[config.mk]
export PLATFORM = sky130hd
export DESIGN_NAME = fft_mag_streamer
export DESIGN_NICKNAME = d
export VERILOG_FILES = /design/src/rtl/fft_mag_streamer_pkg.sv /design/src/rtl/mag_ram.sv /design/src/rtl/fft_mag_streamer.sv
export VERILOG_INCLUDE_DIRS = /design/src /design/src/rtl
export SDC_FILE = /design/constraint.sdc
export NUM_CORES = 2
export LEC_CHECK = 0
export ABC_AREA = 1
export ABC_CLOCK_PERIOD_IN_PS = 10020
export BUFFER_PORTS_ARGS = -buffer_cell sky130_fd_sc_hd__buf_2
export CAP_MARGIN = 10
export CELL_PAD_IN_SITES_DETAIL_PLACEMENT = 0
export CELL_PAD_IN_SITES_GLOBAL_PLACEMENT = 1
export CORE_ASPECT_RATIO = 1.1
export CORE_MARGIN = 1
export CORE_UTILIZATION = 36
export CTS_CLUSTER_DIAMETER = 40
export DETAILED_ROUTE_END_ITERATION = 16
export MAX_ROUTING_LAYER = met4
export PLACE_DENSITY_LB_ADDON = 0.25
export SYNTH_ARGS = -nofsm -noshare
export SYNTH_HDL_FRONTEND = slang
export SYNTH_HIERARCHICAL = 1
export SYNTH_SLANG_ARGS = --single-unit
export TNS_END_PERCENT = 30
[constraint.sdc]
create_clock -name clk -period 10.02 [get_ports clk]
set_input_delay 1.002 -clock clk [delete_from_list [all_inputs] [get_ports clk]]
set_output_delay 1.002 -clock clk [all_outputs]
set_load 0.01 [all_outputs]
[src/rtl/fft_params.vh]
// Shared FFT sizing defaults and state encodings for the magnitude streamer.
`ifndef FFT_PARAMS_VH
`define FFT_PARAMS_VH

`define FFT_WIDTH_DEFAULT       16
`define FFT_WIDTH_LOG_2_DEFAULT 4

`define FFT_ST_IDLE  2'd0
`define FFT_ST_FILL  2'd1
`define FFT_ST_BURST 2'd2
`define FFT_ST_GAP   2'd3

`endif

[src/rtl/fft_mag_streamer_pkg.sv]
// Shared types for the FFT magnitude streamer.
`include "fft_params.vh"

package fft_mag_streamer_pkg;

    localparam int MAG_W = 32;

    typedef enum logic [1:0] {
        IDLE  = `FFT_ST_IDLE,
        FILL  = `FFT_ST_FILL,
        BURST = `FFT_ST_BURST,
        GAP   = `FFT_ST_GAP
    } state_t;

endpackage

[src/rtl/mag_ram.sv]
// Frame buffer: one write port, one registered read port, no reset on contents.
module mag_ram #(
    parameter int DEPTH = 8,
    parameter int AW    = 3,
    parameter int DW    = 32
) (
    input  logic          clk,
    input  logic          i_wr_en,
    input  logic [AW-1:0] i_wr_addr,
    input  logic [DW-1:0] i_wr_data,
    input  logic [AW-1:0] i_rd_addr,
    output logic [DW-1:0] o_rd_data
);

    logic [DW-1:0] r_mem [DEPTH];

    always_ff @(posedge clk) begin
        if (i_wr_en) begin
            r_mem[i_wr_addr] <= i_wr_data;
        end
        o_rd_data <= r_mem[i_rd_addr];
    end

endmodule

[src/rtl/fft_mag_streamer.sv]
// Collects the lower half of an FFT frame as squared magnitudes and
// replays it as one contiguous enable window for a peak finder.
`include "fft_params.vh"

module fft_mag_streamer
    import fft_mag_streamer_pkg::*;
#(
    parameter int FFT_WIDTH       = `FFT_WIDTH_DEFAULT,
    parameter int FFT_WIDTH_LOG_2 = `FFT_WIDTH_LOG_2_DEFAULT
) (
    input  logic               clk,
    input  logic               reset_n,
    input  logic               in_valid,
    input  logic               in_sop,
    input  logic signed [15:0] in_real,
    input  logic signed [15:0] in_imag,
    output logic               in_ready,
    output logic               enable,
    output logic [MAG_W-1:0]   amplitude
);

    localparam int HALF = FFT_WIDTH / 2;
    localparam int IW   = FFT_WIDTH_LOG_2;
    localparam int AW   = FFT_WIDTH_LOG_2 - 1;

    state_t r_state;
    state_t w_next;

    logic [IW-1:0]    r_idx;
    logic [IW-1:0]    w_nidx;
    logic [AW-1:0]    r_cnt;
    logic [AW-1:0]    w_rd_addr;
    logic [AW-1:0]    w_wr_addr;
    logic [AW-1:0]    r_mag_addr;
    logic             r_mag_vld;
    logic [MAG_W-1:0] r_mag;
    logic [MAG_W-1:0] w_mag;
    logic [MAG_W-1:0] w_rd_data;
    logic signed [31:0] w_re_x;
    logic signed [31:0] w_im_x;
    logic signed [31:0] w_re2;
    logic signed [31:0] w_im2;
    logic w_acc;
    logic w_sop;
    logic w_fill_acc;
    logic w_last;
    logic w_store;

    assign in_ready   = (r_state == IDLE) || (r_state == FILL);
    assign w_acc      = in_valid && in_ready;
    assign w_sop      = w_acc && in_sop;
    assign w_fill_acc = w_acc && !in_sop && (r_state == FILL);
    assign w_nidx     = r_idx + 1'b1;
    assign w_last     = w_fill_acc && (&w_nidx);
    assign w_store    = w_sop || (w_fill_acc && !w_nidx[IW-1]);
    assign w_wr_addr  = in_sop ? '0 : w_nidx[AW-1:0];

    // Each square is at most 2^30, so the sum never exceeds 32 bits.
    assign w_re_x = 32'(in_real);
    assign w_im_x = 32'(in_imag);
    assign w_re2  = w_re_x * w_re_x;
    assign w_im2  = w_im_x * w_im_x;
    assign w_mag  = $unsigned(w_re2) + $unsigned(w_im2);

    always_comb begin
        w_next = r_state;
        unique case (r_state)
            IDLE:  if (w_sop) w_next = FILL;
            FILL:  if (w_last) w_next = BURST;
            BURST: if (r_cnt == AW'(HALF - 1)) w_next = GAP;
            GAP:   w_next = IDLE;
            default: w_next = IDLE;
        endcase
    end

    // Read two ahead of the output so the RAM and output registers stay full.
    always_comb begin
        w_rd_addr = '0;
        if (r_state == BURST) begin
            w_rd_addr = r_cnt + AW'(2);
        end else if (w_last) begin
            w_rd_addr = AW'(1);
        end
    end

    always_ff @(posedge clk) begin
        if (!reset_n) begin
            r_state    <= IDLE;
            r_idx      <= '0;
            r_cnt      <= '0;
            r_mag_vld  <= 1'b0;
            r_mag      <= '0;
            r_mag_addr <= '0;
            enable     <= 1'b0;
            amplitude  <= '0;
        end else begin
            r_state    <= w_next;
            r_mag_vld  <= w_store;
            r_mag      <= w_mag;
            r_mag_addr <= w_wr_addr;
            if (w_sop) begin
                r_idx <= '0;
            end else if (w_fill_acc) begin
                r_idx <= w_nidx;
            end
            r_cnt     <= (r_state == BURST) ? r_cnt + 1'b1 : '0;
            enable    <= (w_next == BURST);
            amplitude <= (w_next == BURST) ? w_rd_data : '0;
        end
    end

    mag_ram #(
        .DEPTH (HALF),
        .AW    (AW),
        .DW    (MAG_W)
    ) u_mag_ram (
        .clk       (clk),
        .i_wr_en   (r_mag_vld),
        .i_wr_addr (r_mag_addr),
        .i_wr_data (r_mag),
        .i_rd_addr (w_rd_addr),
        .o_rd_data (w_rd_data)
    );

endmodule

# [Word level (Yosys, flattened, before mapping)]
# Memory sizes are Yosys's and may differ from the RTL's. A register that Yosys moved wholly into a read port is not among the register bits.
# Cells that the tools add are included.
[classes] add_sub_neg=4 n_mul=2 div=0 order_cmp=0 eq_ne=5 shift=0 mux=8 n_bitwise=1 reduce_logical=16
[ops] op="$mul A16 B16 Y32" count=2
[ops] op="$add A32 B32 Y32" count=1
[ops] op="$pmux W2 S4" count=1
[ops] op="$eq A2 B2 Y1 const B" count=3
[ops] op="$logic_and A1 B1 Y1" count=6
[ops] op="$mux W2" count=3
[ops] op="$add A4 B1 Y4 const B" count=1
[ops] op="$reduce_and A2 Y1" count=2
[ops] op="$reduce_and A4 Y1" count=1
[ops] op="$reduce_or A2 Y1" count=2
[ops] op="$add A3 B1 Y3 const B" count=1
[ops] op="$add A3 B2 Y3 const B" count=1
[ops] op="$eq A3 B3 Y1 const B" count=1
[ops] op="$mux W1" count=3
[ops] op="$mux W3" count=1
[ops] op="$eq A2 B1 Y1 const B" count=1
[ops] op="$logic_not A1 Y1" count=2
[ops] op="$logic_not A2 Y1" count=1
[ops] op="$logic_or A1 B1 Y1" count=2
[ops] op="$not A1 Y1" count=1
[word_totals] reg_bits=78 latch_bits=0 ramBits=256 romBits=0 input_bits=36 out_inout_bits=34 elab_cells=45 n_memories=1
[mem_list] memory="u_mag_ram.r_mem" depth=8 width=32 read_ports=1 rd_ports_with_merged_regs=1 wr=1 line="mag_ram.sv:15" rtl="logic [DW-1:0] r_mem [DEPTH];"

# [Logic depth before layout (Yosys ltp)]
[logic_depth] depth_word=10 mapped_depth=30 mapped_depth_nobuf=28

# [Modules after synthesis]
# Netlist, hierarchy kept.
[by_module_without_submodules] mod="fft_mag_streamer" n_inst=1 cells_per_inst=2356 area_each_um2=20448.4 seq_area_each_um2=1561.5
[by_module_without_submodules] mod="mag_ram" n_inst=1 cells_per_inst=1156 area_each_um2=11872.6 seq_area_each_um2=8328.0

# [Worst setup path before layout]
# OpenSTA, ideal clock, no wires.
[synth_path] path_type="in2reg" startpoint="input port in_imag[15]" endpoint="register r_mag[31]" setup_ns=0.115 arrival_time_ns=7.402 required_ns=9.905 path_slack_ns=2.503 path_stages=24 cell_sequence="clkbuf_1 buf_1 nand2_1 fa_1 inv_1 fa_1 inv_1 fa_1 inv_1 fa_1 fa_1 fa_1 fa_1 inv_1 fa_1 inv_1 ha_1 nand2_1 o21ai_0 a21oi_1 o21ai_0 nor2_1 a21oi_1 nor2_1"
[synth_between] elab_chain_cells=2
[synth_rtl] item="start: declaration" line="fft_mag_streamer.sv:16" rtl="input logic signed [15:0] in_imag,"
[synth_rtl] item="$mul A16 B16 Y32" line="fft_mag_streamer.sv:62" rtl="assign w_im2 = w_im_x * w_im_x;"
[synth_rtl] item="$add A32 B32 Y32" line="fft_mag_streamer.sv:63" rtl="assign w_mag = $unsigned(w_re2) + $unsigned(w_im2);"
[synth_rtl] item="end signal: assignment" line="fft_mag_streamer.sv:99" rtl="r_mag <= w_mag;"
[synth_rtl] item="end: declaration" line="fft_mag_streamer.sv:36" rtl="logic [MAG_W-1:0] r_mag;"
# Every way passes these cells.
# A chain may end at the register's enable or synchronous reset.

# [Final worst setup path]
[layout_path] startpoint="input port in_imag[15]" endpoint="register r_mag[22]"
# Same word-level chain as after synthesis.

==> results.ini <==
[run_status]
violations = design-rule violations
outcome = complete, but fails checks

[clock_tree]
postCtsHoldBufs = 0
cts.reportedPaths.clkPinSlew_ns = 0.06
cts_htree_levels = 2
clkSinkCount = 366
clock_tree_from_tritoncts = yes
cts-buffers-inserted = 38
ctsLongestPathBuffers = 3
cts_root_buf = sky130_fd_sc_hd__clkbuf_16
postCtsResizedCells = 0
post-cts-setup-buffer-count = 0
worst_skew_pair_later_pin_latency_ns = 0.53

[worst_hold_path]
min-delay-start = u_mag_ram/o_rd_data[1]
whs_endpoint = amplitude[1]
worst_hold_path_type = flop to flop
holdPathStages = 2

[sta]
final-setup-viol-count = 0
timing.clock.skew_ns = 0.01216
highest_achievable_clock_rate_mhz = 129.8
timing.max_slew.rel_slack_pct = 28.68
hold_viol = 0
hold_ws_ns = 0.4087
period_minus_slack_ns = 7.702
tightestPinTransition_ns = 1.070
timing.final.crit_share_pct = 76.86
rsz0062_at_grt = false
fin_setup_tns_ns = 0
finalMaxSlewViolations = 0

[detailed_routing]
vias_per_cell = 4.375
drt_pass1_iterations = 11
route.detailed.drc = 21
detail_route.wl_per_cell_um = 16.02
drt-total-wl_um = 75510
routed-via-count = 20621
drt_first_iter_violations = 908
ant_nets = 0

[setup_path]
required_ns = 10.44
reg2reg_depth = 12
crit_path_max_fanout = 23
ff2ff_setup_slack_ns = 6.37
worst_reg2reg_endpoint = u_mag_ram/o_rd_data[9]
worstPathArrival_ns = 8.12
cp_slowest_stage_delay_ns = 0.57
cp-end-kind = flop
worstSetupPathType = input port to flop
cp-start-kind = input port
timing.critical_path.cells = buf_2 -> nand2_1 -> inv_1 -> fa_1 -> inv_1 -> fa_1 -> fa_1 -> inv_1 -> fa_1 -> fa_1 -> fa_1 -> fa_1 -> inv_1 -> fa_1 -> inv_1 -> ha_1 -> nand2_1 -> nor2_1 -> inv_1 -> nor2_1 -> nand4_1 -> nand3_1 -> o21ai_0 -> a21oi_1
crit_path_top_delay_cell = sky130_fd_sc_hd__fa_1
crit_top_cell = sky130_fd_sc_hd__fa_1
reg2reg_from = r_idx[0]

[place]
postPlaceCellArea_mm2 = 0.03374
dp_hpwl_um = 57140
placement.io_buffers = 69
gp_congestion = 0.8602

[cells_and_area]
final_common_cell = sky130_fd_sc_hd__inv_1
layout-drive-gt1-share_pct = 5.211
cell_area_after_layout_mm2 = 0.03504
final_cell_mix = 1093 x sky130_fd_sc_hd__inv_1, 796 x sky130_fd_sc_hd__nand2_1, 520 x sky130_fd_sc_hd__fa_1, 256 x sky130_fd_sc_hd__edfxtp_1, 159 x sky130_fd_sc_hd__nand3_1
final_util_pct = 39.63
final.fill_count = 8959
areaGrowthSynthToFinish_pct = 8.424
fin_nets = 4235

[yosys]
postSynthAreaPerCell_um2 = 9.203
mappedNetlistArea_mm2 = 0.03232
synthesis.yosys.warnings = 6
mappedNetlistNets = 4226
synth_cells = 3512
synth.ff_latch_count = 366
yosysSeqAreaShare_pct = 30.60
netlist-cell-type-count = 35

[global_routing]
grt_antenna_before_repair = 3
grt_pass1_wl_um = 122900
grt_max_degree = 92
total_global_routing_track_utilization_pct = 17.92
gr-total-overflow = 0
first_global_vias = 21884

[flow_run]
cap_viol_max_count = 0

[floorplan]
die-width_um = 287.7
io-pin-count = 70
coreArea_mm2 = 0.08843
rows = 114
fp.dieH_um = 316.3
initial_utilization_pct = 36.55
die_area_mm2 = 0.09098

worst max path at each step:
| stage | to | cells after the start | from | slack, ns |
|---|---|---|---|---|
| 6_report | r_mag[22] | 24 | in_imag[15] | 2.32 |
| 5_1_grt | r_mag[22] | 24 | in_imag[15] | 1.75 |
| 4_1_cts | r_mag[22] | 24 | in_imag[15] | 2.30 |
| 3_5_place_dp | r_mag[22] | 24 | in_imag[15] | 1.75 |
| 3_3_place_gp | r_mag[22] | 24 | in_real[2] | 1.79 |
| 2_1_floorplan | r_mag[31] | 24 | in_imag[15] | 2.50 |
cells in the mapped netlist:
master | count | area (um^2)
sky130_fd_sc_hd__a211oi_1 | 3 | 22.52
sky130_fd_sc_hd__o21a_1 | 8 | 60.06
sky130_fd_sc_hd__nand2_1 | 797 | 2992
sky130_fd_sc_hd__nor2_1 | 120 | 450.4
sky130_fd_sc_hd__edfxtp_1 | 256 | 7687
sky130_fd_sc_hd__and3_1 | 2 | 12.51
sky130_fd_sc_hd__buf_6 | 14 | 157.7
sky130_fd_sc_hd__nand3_1 | 159 | 795.8
sky130_fd_sc_hd__o21bai_1 | 7 | 52.55
sky130_fd_sc_hd__a21oi_1 | 56 | 280.3
sky130_fd_sc_hd__xnor2_1 | 10 | 87.58
sky130_fd_sc_hd__buf_4 | 5 | 37.54
sky130_fd_sc_hd__nor4_1 | 2 | 12.51
sky130_fd_sc_hd__clkinv_1 | 1 | 3.750
sky130_fd_sc_hd__a31o_2 | 2 | 17.52
sky130_fd_sc_hd__nor2_2 | 11 | 68.82
sky130_fd_sc_hd__a211oi_2 | 1 | 12.51
sky130_fd_sc_hd__a21o_1 | 4 | 30.03
sky130_fd_sc_hd__buf_1 | 7 | 26.28
sky130_fd_sc_hd__nor3_1 | 9 | 45.04
sky130_fd_sc_hd__dfxtp_1 | 110 | 2202
sky130_fd_sc_hd__xor2_1 | 13 | 113.9
sky130_fd_sc_hd__buf_2 | 20 | 100.1
sky130_fd_sc_hd__nand4_2 | 1 | 12.51
sky130_fd_sc_hd__or2_2 | 7 | 43.79
sky130_fd_sc_hd__ha_1 | 158 | 1977
sky130_fd_sc_hd__o211ai_1 | 3 | 22.52
sky130_fd_sc_hd__inv_1 | 1094 | 4106
sky130_fd_sc_hd__inv_2 | 3 | 11.26
sky130_fd_sc_hd__nand2_2 | 1 | 6.260
sky130_fd_sc_hd__nand3b_1 | 3 | 22.52
sky130_fd_sc_hd__clkbuf_1 | 71 | 266.5
sky130_fd_sc_hd__fa_1 | 520 | 10410
sky130_fd_sc_hd__nand4_1 | 3 | 18.77
sky130_fd_sc_hd__o21ai_0 | 31 | 155.2
critical path, delay by kind of cell:
family,cells,cell delay [ns]
fa+ha+maj,9,4.24
compound gates,2,0.40
simple gates,6,1.12
buf+inv,7,1.32
final cells by class:
type,instances,area [um^2],share of cell area (%)
Antenna cell,3,7.507,0.02142
Clock buffer,47,1026,2.928
Clock inverter,22,267.8,0.7641
Inverter,1098,4124,11.77
Multi-Input combinational cell,1931,17800,50.81
Sequential cell,366,9889,28.22
Tap cell,1160,1451,4.142
Timing Repair Buffer,86,473.0,1.350
registers in the layout (all words and copies together) (netlist names):
name                 count
r_state                  2
u_mag_ram/r_mem        256
r_idx                    4
r_cnt                    3
amplitude               32
r_mag_addr               3
r_mag                   32
enable                   1
u_mag_ram/o_rd_data     32
r_mag_vld                1
stage by stage:
stage / cells / setup WS, ns
global route: 4713 / 1.746
CTS: 4710 / 2.304
floorplan: 3512 / 2.503
global placement: 4641 / 1.786
finish: 4713 / 2.318
detailed placement: 4641 / 1.749
cells by family (layout without fill, tap and decap cells):
| family | after synthesis | after routing | synth area share, % |
|---|---|---|---|
| xor+xnor | 23 | 23 | 0.6232 |
| compound gates | 115 | 115 | 2.021 |
| simple gates | 1115 | 1115 | 13.86 |
| flops | 366 | 366 | 30.60 |
| fa+ha+maj | 678 | 678 | 38.32 |
| other cells | 0 | 3 | 0 |
| buf+inv | 1215 | 1253 | 14.57 |
routing by layer:
layer | track usage (%) | part of all wire (%) | vias to the layer above
li1 | - | - | 10137
met1 | 23.40 | 47 | 10211
met2 | 30.81 | 50 | 199
met3 | 1.223 | 1.8 | 74
met4 | 3.475 | 1.6 | 0
met5 | - | 0 | -
Power is left out: the tool's default activity adds up to more than one toggle a clock period on the data nets, which glitch-free logic cannot reach.
